[src/rtl/muldiv_unit_pkg.sv]
// ============================================================================
// Module  : muldiv_unit_pkg
// Brief   : RV32M funct3 codes, multiply/divide FSM states and negate helper.
// Rev     : 1.0  initial release
// ============================================================================
`default_nettype none

package muldiv_unit_pkg;

    localparam int XLEN = 32;

    localparam logic [2:0] OP_MUL    = 3'b000;
    localparam logic [2:0] OP_MULH   = 3'b001;
    localparam logic [2:0] OP_MULHSU = 3'b010;
    localparam logic [2:0] OP_MULHU  = 3'b011;
    localparam logic [2:0] OP_DIV    = 3'b100;
    localparam logic [2:0] OP_DIVU   = 3'b101;
    localparam logic [2:0] OP_REM    = 3'b110;
    localparam logic [2:0] OP_REMU   = 3'b111;

    typedef enum logic [1:0] {
        IDLE = 2'd0,
        CALC = 2'd1,
        FIN  = 2'd2,
        FAST = 2'd3
    } state_t;

    function automatic logic [31:0] cneg32(input logic [31:0] x, input logic en);
        return en ? (~x + 32'd1) : x;
    endfunction

endpackage

`default_nettype wire

[src/rtl/muldiv_unit.sv]
// ============================================================================
// Module  : muldiv_unit
// Brief   : Iterative RV32M multiply/divide unit (shift-add / restoring div).
// Rev     : 1.0  initial release
// ============================================================================
`default_nettype none

module muldiv_unit #(
    parameter int XLEN = 32
) (
    input  logic            clk,
    input  logic            reset,
    input  logic            start,
    input  logic [2:0]      op,
    input  logic [XLEN-1:0] rs1_data,
    input  logic [XLEN-1:0] rs2_data,
    input  logic            flush,
    output logic            busy,
    output logic            done,
    output logic [XLEN-1:0] result
);
    import muldiv_unit_pkg::*;

    localparam int CNT_W = $clog2(XLEN) + 1;

    state_t            state_q;
    logic [2:0]        op_q;
    logic [CNT_W-1:0]  cnt_q;
    logic [63:0]       acc_q;
    logic [31:0]       opb_q;
    logic              neg_q;
    logic              rneg_q;
    logic              busy_q;
    logic              done_q;
    logic [31:0]       result_q;

    // Operand capture: magnitudes, signs and special-case detection.
    logic        w_a_signed, w_b_signed, w_sa, w_sb;
    logic [31:0] w_amag, w_bmag;
    logic        w_div0, w_ovf;
    logic [31:0] w_fast_res;

    always_comb begin
        w_a_signed = (op != OP_MULHU) && (op != OP_DIVU) && (op != OP_REMU);
        w_b_signed = w_a_signed && (op != OP_MULHSU);
        w_sa       = w_a_signed & rs1_data[31];
        w_sb       = w_b_signed & rs2_data[31];
        w_amag     = cneg32(rs1_data, w_sa);
        w_bmag     = cneg32(rs2_data, w_sb);
        w_div0     = op[2] && (rs2_data == 32'd0);
        w_ovf      = ((op == OP_DIV) || (op == OP_REM)) &&
                     (rs1_data == 32'h8000_0000) && (rs2_data == 32'hFFFF_FFFF);
        w_fast_res = 32'd0;
        if (w_div0)
            w_fast_res = op[1] ? rs1_data : 32'hFFFF_FFFF;
        else if (w_ovf)
            w_fast_res = op[1] ? 32'd0 : 32'h8000_0000;
    end

    // One iteration: multiply keeps the multiplier in acc[31:0], divide keeps
    // the dividend there and shifts quotient bits in from the right.
    logic [32:0] w_sum, w_rem, w_diff;
    logic [63:0] w_acc_d;
    logic [31:0] w_plo, w_phi, w_res;

    always_comb begin
        w_sum  = {1'b0, acc_q[63:32]} + {1'b0, opb_q};
        w_rem  = {acc_q[63:32], acc_q[31]};
        w_diff = w_rem - {1'b0, opb_q};
        if (op_q[2])
            w_acc_d = w_diff[32] ? {w_rem[31:0], acc_q[30:0], 1'b0}
                                 : {w_diff[31:0], acc_q[30:0], 1'b1};
        else
            w_acc_d = acc_q[0] ? {w_sum, acc_q[31:1]} : {1'b0, acc_q[63:1]};

        // 64-bit negate split into halves: the high half borrows unless lo is 0.
        w_plo = cneg32(w_acc_d[31:0], neg_q);
        w_phi = cneg32(w_acc_d[63:32], neg_q) - {31'd0, neg_q & (|w_acc_d[31:0])};
        case (op_q)
            OP_MUL, OP_DIV, OP_DIVU:      w_res = w_plo;
            OP_MULH, OP_MULHSU, OP_MULHU: w_res = w_phi;
            default:                      w_res = cneg32(w_acc_d[63:32], rneg_q);
        endcase
    end

    always_ff @(posedge clk or negedge reset) begin
        if (!reset) begin
            state_q  <= IDLE;
            op_q     <= 3'd0;
            cnt_q    <= '0;
            acc_q    <= 64'd0;
            opb_q    <= 32'd0;
            neg_q    <= 1'b0;
            rneg_q   <= 1'b0;
            busy_q   <= 1'b0;
            done_q   <= 1'b0;
            result_q <= 32'd0;
        end else begin
            done_q <= 1'b0;
            case (state_q)
                IDLE: begin
                    if (start && !flush) begin
                        op_q   <= op;
                        neg_q  <= w_sa ^ w_sb;
                        rneg_q <= w_sa;
                        cnt_q  <= '0;
                        busy_q <= 1'b1;
                        if (w_div0 || w_ovf) begin
                            state_q  <= FAST;
                            done_q   <= 1'b1;
                            result_q <= w_fast_res;
                        end else begin
                            state_q <= CALC;
                            acc_q   <= {32'd0, op[2] ? w_amag : w_bmag};
                            opb_q   <= op[2] ? w_bmag : w_amag;
                        end
                    end
                end
                CALC: begin
                    if (flush) begin
                        state_q <= IDLE;
                        busy_q  <= 1'b0;
                    end else begin
                        acc_q <= w_acc_d;
                        cnt_q <= cnt_q + CNT_W'(1);
                        if (cnt_q == CNT_W'(XLEN - 1)) begin
                            state_q  <= FIN;
                            done_q   <= 1'b1;
                            result_q <= w_res;
                        end
                    end
                end
                default: begin
                    state_q <= IDLE;
                    busy_q  <= 1'b0;
                end
            endcase
        end
    end

    assign busy   = busy_q;
    assign done   = done_q;
    assign result = result_q;

endmodule

`default_nettype wire

[config.mk]
export PLATFORM = sky130hd
export DESIGN_NAME = muldiv_unit
export DESIGN_NICKNAME = d
export VERILOG_FILES = /design/src/rtl/muldiv_unit_pkg.sv /design/src/rtl/muldiv_unit.sv
export SDC_FILE = /design/constraint.sdc
export NUM_CORES = 1
export LEC_CHECK = 0
export ABC_CLOCK_PERIOD_IN_PS = 5800
export BUFFER_PORTS_ARGS = -buffer_cell sky130_fd_sc_hd__buf_2
export CAP_MARGIN = 30
export CORE_MARGIN = 2
export CORE_UTILIZATION = 45
export DETAILED_ROUTE_END_ITERATION = 12
export MAX_ROUTING_LAYER = met4
export SYNTH_ARGS = -nofsm -noshare
export SYNTH_HDL_FRONTEND = slang
export SYNTH_SLANG_ARGS = --single-unit
[constraint.sdc]
create_clock -name clk -period 5.8 [get_ports clk]
set_input_delay 0.87 -clock clk [delete_from_list [all_inputs] [get_ports clk]]
set_output_delay 0.87 -clock clk [all_outputs]
set_load 0.02 [all_outputs]
# Yosys cells after proc, flatten, opt, wreduce, memory -nomap -nowiden
# Index checks and enable logic that the tools add are counted.
dict set report totals {
  reg_bits 143
  latch_bits 0
  ramBits 0
  mem_bits_ro 0
  in_bits 71
  out_inout_bits 34
  word_cells 113
  n_memories 0
}
dict set report classes {
  n_addsub 8
  mul 0
  n_div 0
  n_lt_le_gt_ge 0
  eq_ne 22
  shift 0
  mux 40
  bitwise_logic 9
  reduce_logical 24
}
# op count
set ops {}
lappend ops {{32-bit two-way mux} 15}
lappend ops {{64-bit two-way mux} 6}
lappend ops {{32-bit by 1-bit adder with 32-bit output (second input constant)} 4}
lappend ops {{32-bit inverter} 4}
lappend ops {{32-bit case mux with 2 select lines} 2}
lappend ops {{64-bit case mux with 2 select lines} 1}
lappend ops {{32-bit == test (second input constant)} 2}
lappend ops {{32-bit by 32-bit adder with 33-bit output} 1}
lappend ops {{33-bit by 32-bit subtractor with 33-bit output} 1}
lappend ops {{32-bit logical NOT} 1}
lappend ops {{32-bit OR reduction} 1}
lappend ops {{32-bit by 1-bit subtractor with 32-bit output} 1}
lappend ops {{3-bit == test (second input constant)} 4}
lappend ops {{6-bit two-way mux} 2}
lappend ops {{2-bit != test (second input constant)} 6}
lappend ops {{6-bit case mux with 2 select lines} 1}
lappend ops {{3-bit != test (second input constant)} 3}
lappend ops {{2-bit two-way mux} 4}
lappend ops {{1-bit logical AND} 7}
lappend ops {{6-bit by 1-bit adder with 6-bit output (second input constant)} 1}
lappend ops {{3-bit by 2-bit == test with 1-bit output (second input constant)} 2}
lappend ops {{6-bit by 5-bit == test with 1-bit output (second input constant)} 1}
lappend ops {{1-bit two-way mux} 6}
lappend ops {{3-bit by 2-bit != test with 1-bit output (second input constant)} 2}
lappend ops {{17 further kinds} 25}

# Logic depth before layout (Yosys ltp)
dict set report logic_depth {
  depth_word 11
  depth_mapped 30
  mapped_depth_nobuf 28
}

# Least setup slack after synthesis
# OpenSTA, ideal clock, no wires.
dict set report synth_path {
  path_type {register -> register}
  start {reg op_q[2]}
  end {reg result_q[30] (netlist: result[30])}
  arrival_time_ns 6.014
  t_required_ns 5.674
  path_slack_ns -0.340
  path_stages_with_launch 22
  path_buffers 9
  period_less_slack_ns 6.140
  cell_sequence {dfrtp_1 buf_2 buf_2 buf_2 buf_1 clkbuf_1 buf_1 buf_1 clkbuf_1 clkbuf_1 nor2_1 a21oi_1 ha_1 o21ai_0 nor3_1 nand2_1 o221a_2 nand4b_1 nor4_4 nor3b_2 xor2_1 a221o_1}
}
dict set report synth_between {
  elab_chain_len 9
  word_cells_on_any_way 23
}
# element line_no
set synth_rtl {}
lappend synth_rtl {{start: declaration} muldiv_unit.sv:27} ;# logic [2:0] op_q;
lappend synth_rtl {{start signal: assignment} muldiv_unit.sv:103} ;# op_q <= op;
lappend synth_rtl {{64-bit two-way mux} muldiv_unit.sv:70} ;# if (op_q[2])
lappend synth_rtl {{32-bit inverter} muldiv_unit_pkg.sv:29} ;# return en ? (~x + 32'd1) : x;
lappend synth_rtl {{32-bit by 1-bit adder with 32-bit output} muldiv_unit_pkg.sv:29}
lappend synth_rtl {{32-bit two-way mux} muldiv_unit_pkg.sv:29}
lappend synth_rtl {{32-bit by 1-bit subtractor with 32-bit output} muldiv_unit.sv:78} ;# w_phi = cneg32(w_acc_d[63:32], neg_q) - {31'd0, neg_q & (|w_acc_d[31:0])};
lappend synth_rtl {{32-bit case mux with 2 select lines (*)} muldiv_unit.sv:79} ;# case (op_q)
lappend synth_rtl {{32-bit two-way mux (*)} muldiv_unit.sv:126} ;# if (cnt_q == CNT_W'(XLEN - 1)) begin
lappend synth_rtl {{32-bit two-way mux (*)} muldiv_unit.sv:120} ;# if (flush) begin
lappend synth_rtl {{32-bit case mux with 2 select lines (*)} muldiv_unit.sv:100} ;# case (state_q)
lappend synth_rtl {{end signal: assignment} muldiv_unit.sv:111} ;# result_q <= w_fast_res;
lappend synth_rtl {{end signal: assignment} muldiv_unit.sv:129} ;# result_q <= w_res;
lappend synth_rtl {{end: declaration} muldiv_unit.sv:35} ;# logic [31:0] result_q;
# Every way passes the cells marked *; elsewhere a longest branch is shown, timed or not. The select of a mux whose other input is x is not followed.
# A chain may end at the register's enable or synchronous reset.

# Worst setup path in the final report
dict set report layout_path {
  start {reg acc_q[31]}
  end {reg result_q[30] (netlist: result[30])}
}
dict set report layout_between {
  elab_chain_len 11
  word_cells_on_any_way 18
}
# element line_no
set layout_rtl {}
lappend layout_rtl {{start: declaration} muldiv_unit.sv:29} ;# logic [63:0] acc_q;
lappend layout_rtl {{start signal: assignment} muldiv_unit.sv:114} ;# acc_q <= {32'd0, op[2] ? w_amag : w_bmag};
lappend layout_rtl {{start signal: assignment} muldiv_unit.sv:124} ;# acc_q <= w_acc_d;
lappend layout_rtl {{33-bit by 32-bit subtractor with 33-bit output} muldiv_unit.sv:69} ;# w_diff = w_rem - {1'b0, opb_q};
lappend layout_rtl {{64-bit two-way mux} muldiv_unit.sv:71} ;# w_acc_d = w_diff[32] ? {w_rem[31:0], acc_q[30:0], 1'b0}
lappend layout_rtl {{64-bit two-way mux (*)} muldiv_unit.sv:70}
lappend layout_rtl {{32-bit inverter} muldiv_unit_pkg.sv:29}
lappend layout_rtl {{32-bit by 1-bit adder with 32-bit output} muldiv_unit_pkg.sv:29}
lappend layout_rtl {{32-bit two-way mux} muldiv_unit_pkg.sv:29}
lappend layout_rtl {{32-bit by 1-bit subtractor with 32-bit output} muldiv_unit.sv:78}
lappend layout_rtl {{32-bit case mux with 2 select lines (*)} muldiv_unit.sv:79}
lappend layout_rtl {{32-bit two-way mux (*)} muldiv_unit.sv:126}
lappend layout_rtl {{32-bit two-way mux (*)} muldiv_unit.sv:120}
lappend layout_rtl {{32-bit case mux with 2 select lines (*)} muldiv_unit.sv:100}
# Marked as above.

==> metrics <==
Final nets 2574; Synth Register Bits 143; routed wire length 73830 um; Synth area leader dfrtp_1; Max Fclk 176.8 MHz; Clock transition at path regs 0.08 ns; Post-synth EDFFs 0; Initial DRC Count 2100; synthesized cell area 16830 um2; Setup crit start kind register; Pre-antenna DRT Iters 6; via count 18774; Layout area overhead 14.98%; Total Routing Usage GR 38.96%; Leak Pwr 8.151 nW; Inserted Clock Buffers 17; Total Power 10.21 mW; initial core utilization 45.87%; Die Wd 197.4 um; Filler cells 3650; Max Cap Viol 0; num rows 70; drt wl/cell 25.35 um; I/O pins 105; post-synthesis cell count 2297; Synth top area share 21.26%; max-slew violations 0; RR Endpoint result[30]; CTS tree yes; first-pass GRT wire length 110400 um; clk sinks 143; relative slew slack 26.62%; clk_skew 0.01444 ns; cell count of the worst reg-to-reg path 29; synth warn 0; status finished clean; clk_lat worst skew 0.47 ns; R2R Path Start acc_q[31]; placed cells 2862; die height 197.4 um; crit-path most repeated cell inv_1; area of the multi-input gates 12620 um2; nature of the critical path endpoint register; vias in the first global route 17431; Top FF cell, synth dfrtp_1; Worst VDD drop 0.2788 mV; commonest cells after routing, fill and taps aside 268 x nand2_1, 245 x o21ai_0, 195 x a21oi_1; share of layout cells above drive strength 1 15.85%; maximum fanout along the worst path 6; slowest CP cell or3_4; Mean Syn Cell Area 7.329 um2; Worst-Margin Slew 1.101 ns; async set-reset flop share out of synthesis 100.0%; crit path kind register to register; CTS Buffer Depth 2; core area 36700 um2; CTS H-tree lvls 4; largest net degree at the start of global routing 110; HPWL Detailed 58200 um; WP data required 6.16 ns; Fin. Hold Viols 0; sequential cell area fraction in the yosys report 21.26%; initial antenna violation count 2; CP arrival 6.01 ns; antenna viol nets, final 0; most common cell after layout, fill and taps aside nand2_1; fin area 19360 um2; routed vias/inst 6.445; CTS Root Cell clkbuf_16; die area 38970 um2; Final min period 5.656 ns; worst hold path type input pin to async pin; Final Cycle Share 97.52%; net count after synthesis 2442; Post-Place Worst Slack 0.08607 ns; Final Non-Filler Cells 2913; total global routing overflow 0; max incr delay on CP 0.41 ns; worst reg2reg setup slack 0.14 ns; DRC 0; placed cell areas 18500 um2; setup violators final 0; Yosys cell types 105; top post-synthesis cells by area dfrtp_1 21%, o21ai_0 7.3%, xnor2_1 6.0%, nand2_1 6.0%, a21oi_1 5.8%; worst setup margin 0.1439 ns; PortBufs 104; PwrDens 527.4 nW/um2; RD Place Congestion 1.024; Seq. cell area 3583 um2
per-layer routing:
layer	global-route usage [%]	wire length (um)	part of all wire, %	vias up
met4	16.88	3307	4.5	0
met3	7.768	6348	8.6	152
li1	-	-	-	8707
met2	58.54	32490	44	857
met1	50.89	31690	43	9058
met5	-	0	0	-
state kept, by name, indices dropped and copies added (netlist names):
name / flops
opb_q: 32
acc_q: 64
result: 32
state_q: 2
cnt_q: 6
done: 1
rneg_q: 1
op_q: 3
neg_q: 1
busy: 1
stage by stage:
stage | TNS (ns) | util [%] | hold slack, ns
floorplan | 0 | - | 0.4533
global placement | 0 | 50.41 | 0.4651
detailed placement | 0 | 50.41 | 0.4754
CTS | 0 | 51.98 | 0.3677
global route | -0.08067 | 52.74 | 0.3713
finish | 0 | 52.75 | 0.3360
worst max-delay path by stage:
| stage | start | to | depth (start not counted) |
|---|---|---|---|
| CTS | acc_q[31] | result[21] | 23 |
| detailed placement | acc_q[31] | result[21] | 23 |
| global placement | acc_q[31] | result[21] | 22 |
| finish | acc_q[31] | result[30] | 29 |
| global route | acc_q[32] | result[21] | 22 |
| floorplan | acc_q[31] | result[30] | 30 |
cell type report:
cell class                      instances  share of cell area (%)
Multi-Input combinational cell       1938                   65.17
Sequential cell                       143                   18.51
Timing Repair Buffer                  258                   8.901
Tap cell                              468                   3.025
Clock buffer                           18                   2.269
Inverter                               71                   1.377
Clock inverter                         14                  0.7045
Antenna cell                            3                 0.03878
Yosys cell counts (19+ instances only):
library cell / n
xor2_1: 89
nand3_1: 61
buf_2: 23
a31oi_1: 44
dfrtp_1: 143
clkbuf_1: 101
nor2b_1: 22
a21o_1: 35
nand4_1: 40
o211ai_1: 25
o31ai_1: 24
nand2b_1: 21
inv_1: 69
or3_1: 27
mux2i_1: 55
nor2_1: 187
ha_1: 72
a21oi_1: 196
xnor2_1: 116
buf_1: 19
o21ai_0: 247
nor3_1: 45
o21a_1: 19
nand2_1: 269
a211oi_1: 31
worst max-delay path, delay by kind of cell, from the launching register on:
kind,cells,cell delay [ns]
AO/OA/AOI/OAI,8,1.56
AND/OR/NAND/NOR,10,1.83
XOR/XNOR,1,0.15
flip-flops,1,0.38
adder cells (fa/ha/maj),5,1.17
buffers and inverters,5,0.46
power by group:
part | internal (mW) | leakage, nW | total [mW] | switching [mW]
clock network | 0.584 | 0.284 | 1.16 | 0.573
logic | 2.84 | 6.02 | 7.58 | 4.74
registers | 1.22 | 1.85 | 1.47 | 0.252
kinds of logic (layout without fill, tap and decap cells):
family                     count (synthesis)  after routing  synth area share [%]
AOI/OAI and AO/OA                        808            808                 30.75
and+or+nand+nor                          784            785                 22.61
other                                      0              3                     0
DFF                                      143            143                 21.26
muxes                                     65             65                 3.939
xor gates and xnor gates                 206            206                 10.76
adders and majority gates                 74             74                 5.589
buffers and inverters                    217            361                 5.098
timing repair:
action | CTS | global route
setup buffers | 0 | 15
setup endpoints to repair | 0 | 22
hold buffers | 0 | 0
resized for setup | 0 | 38
Note: power is estimated with default switching activity, not from simulation.
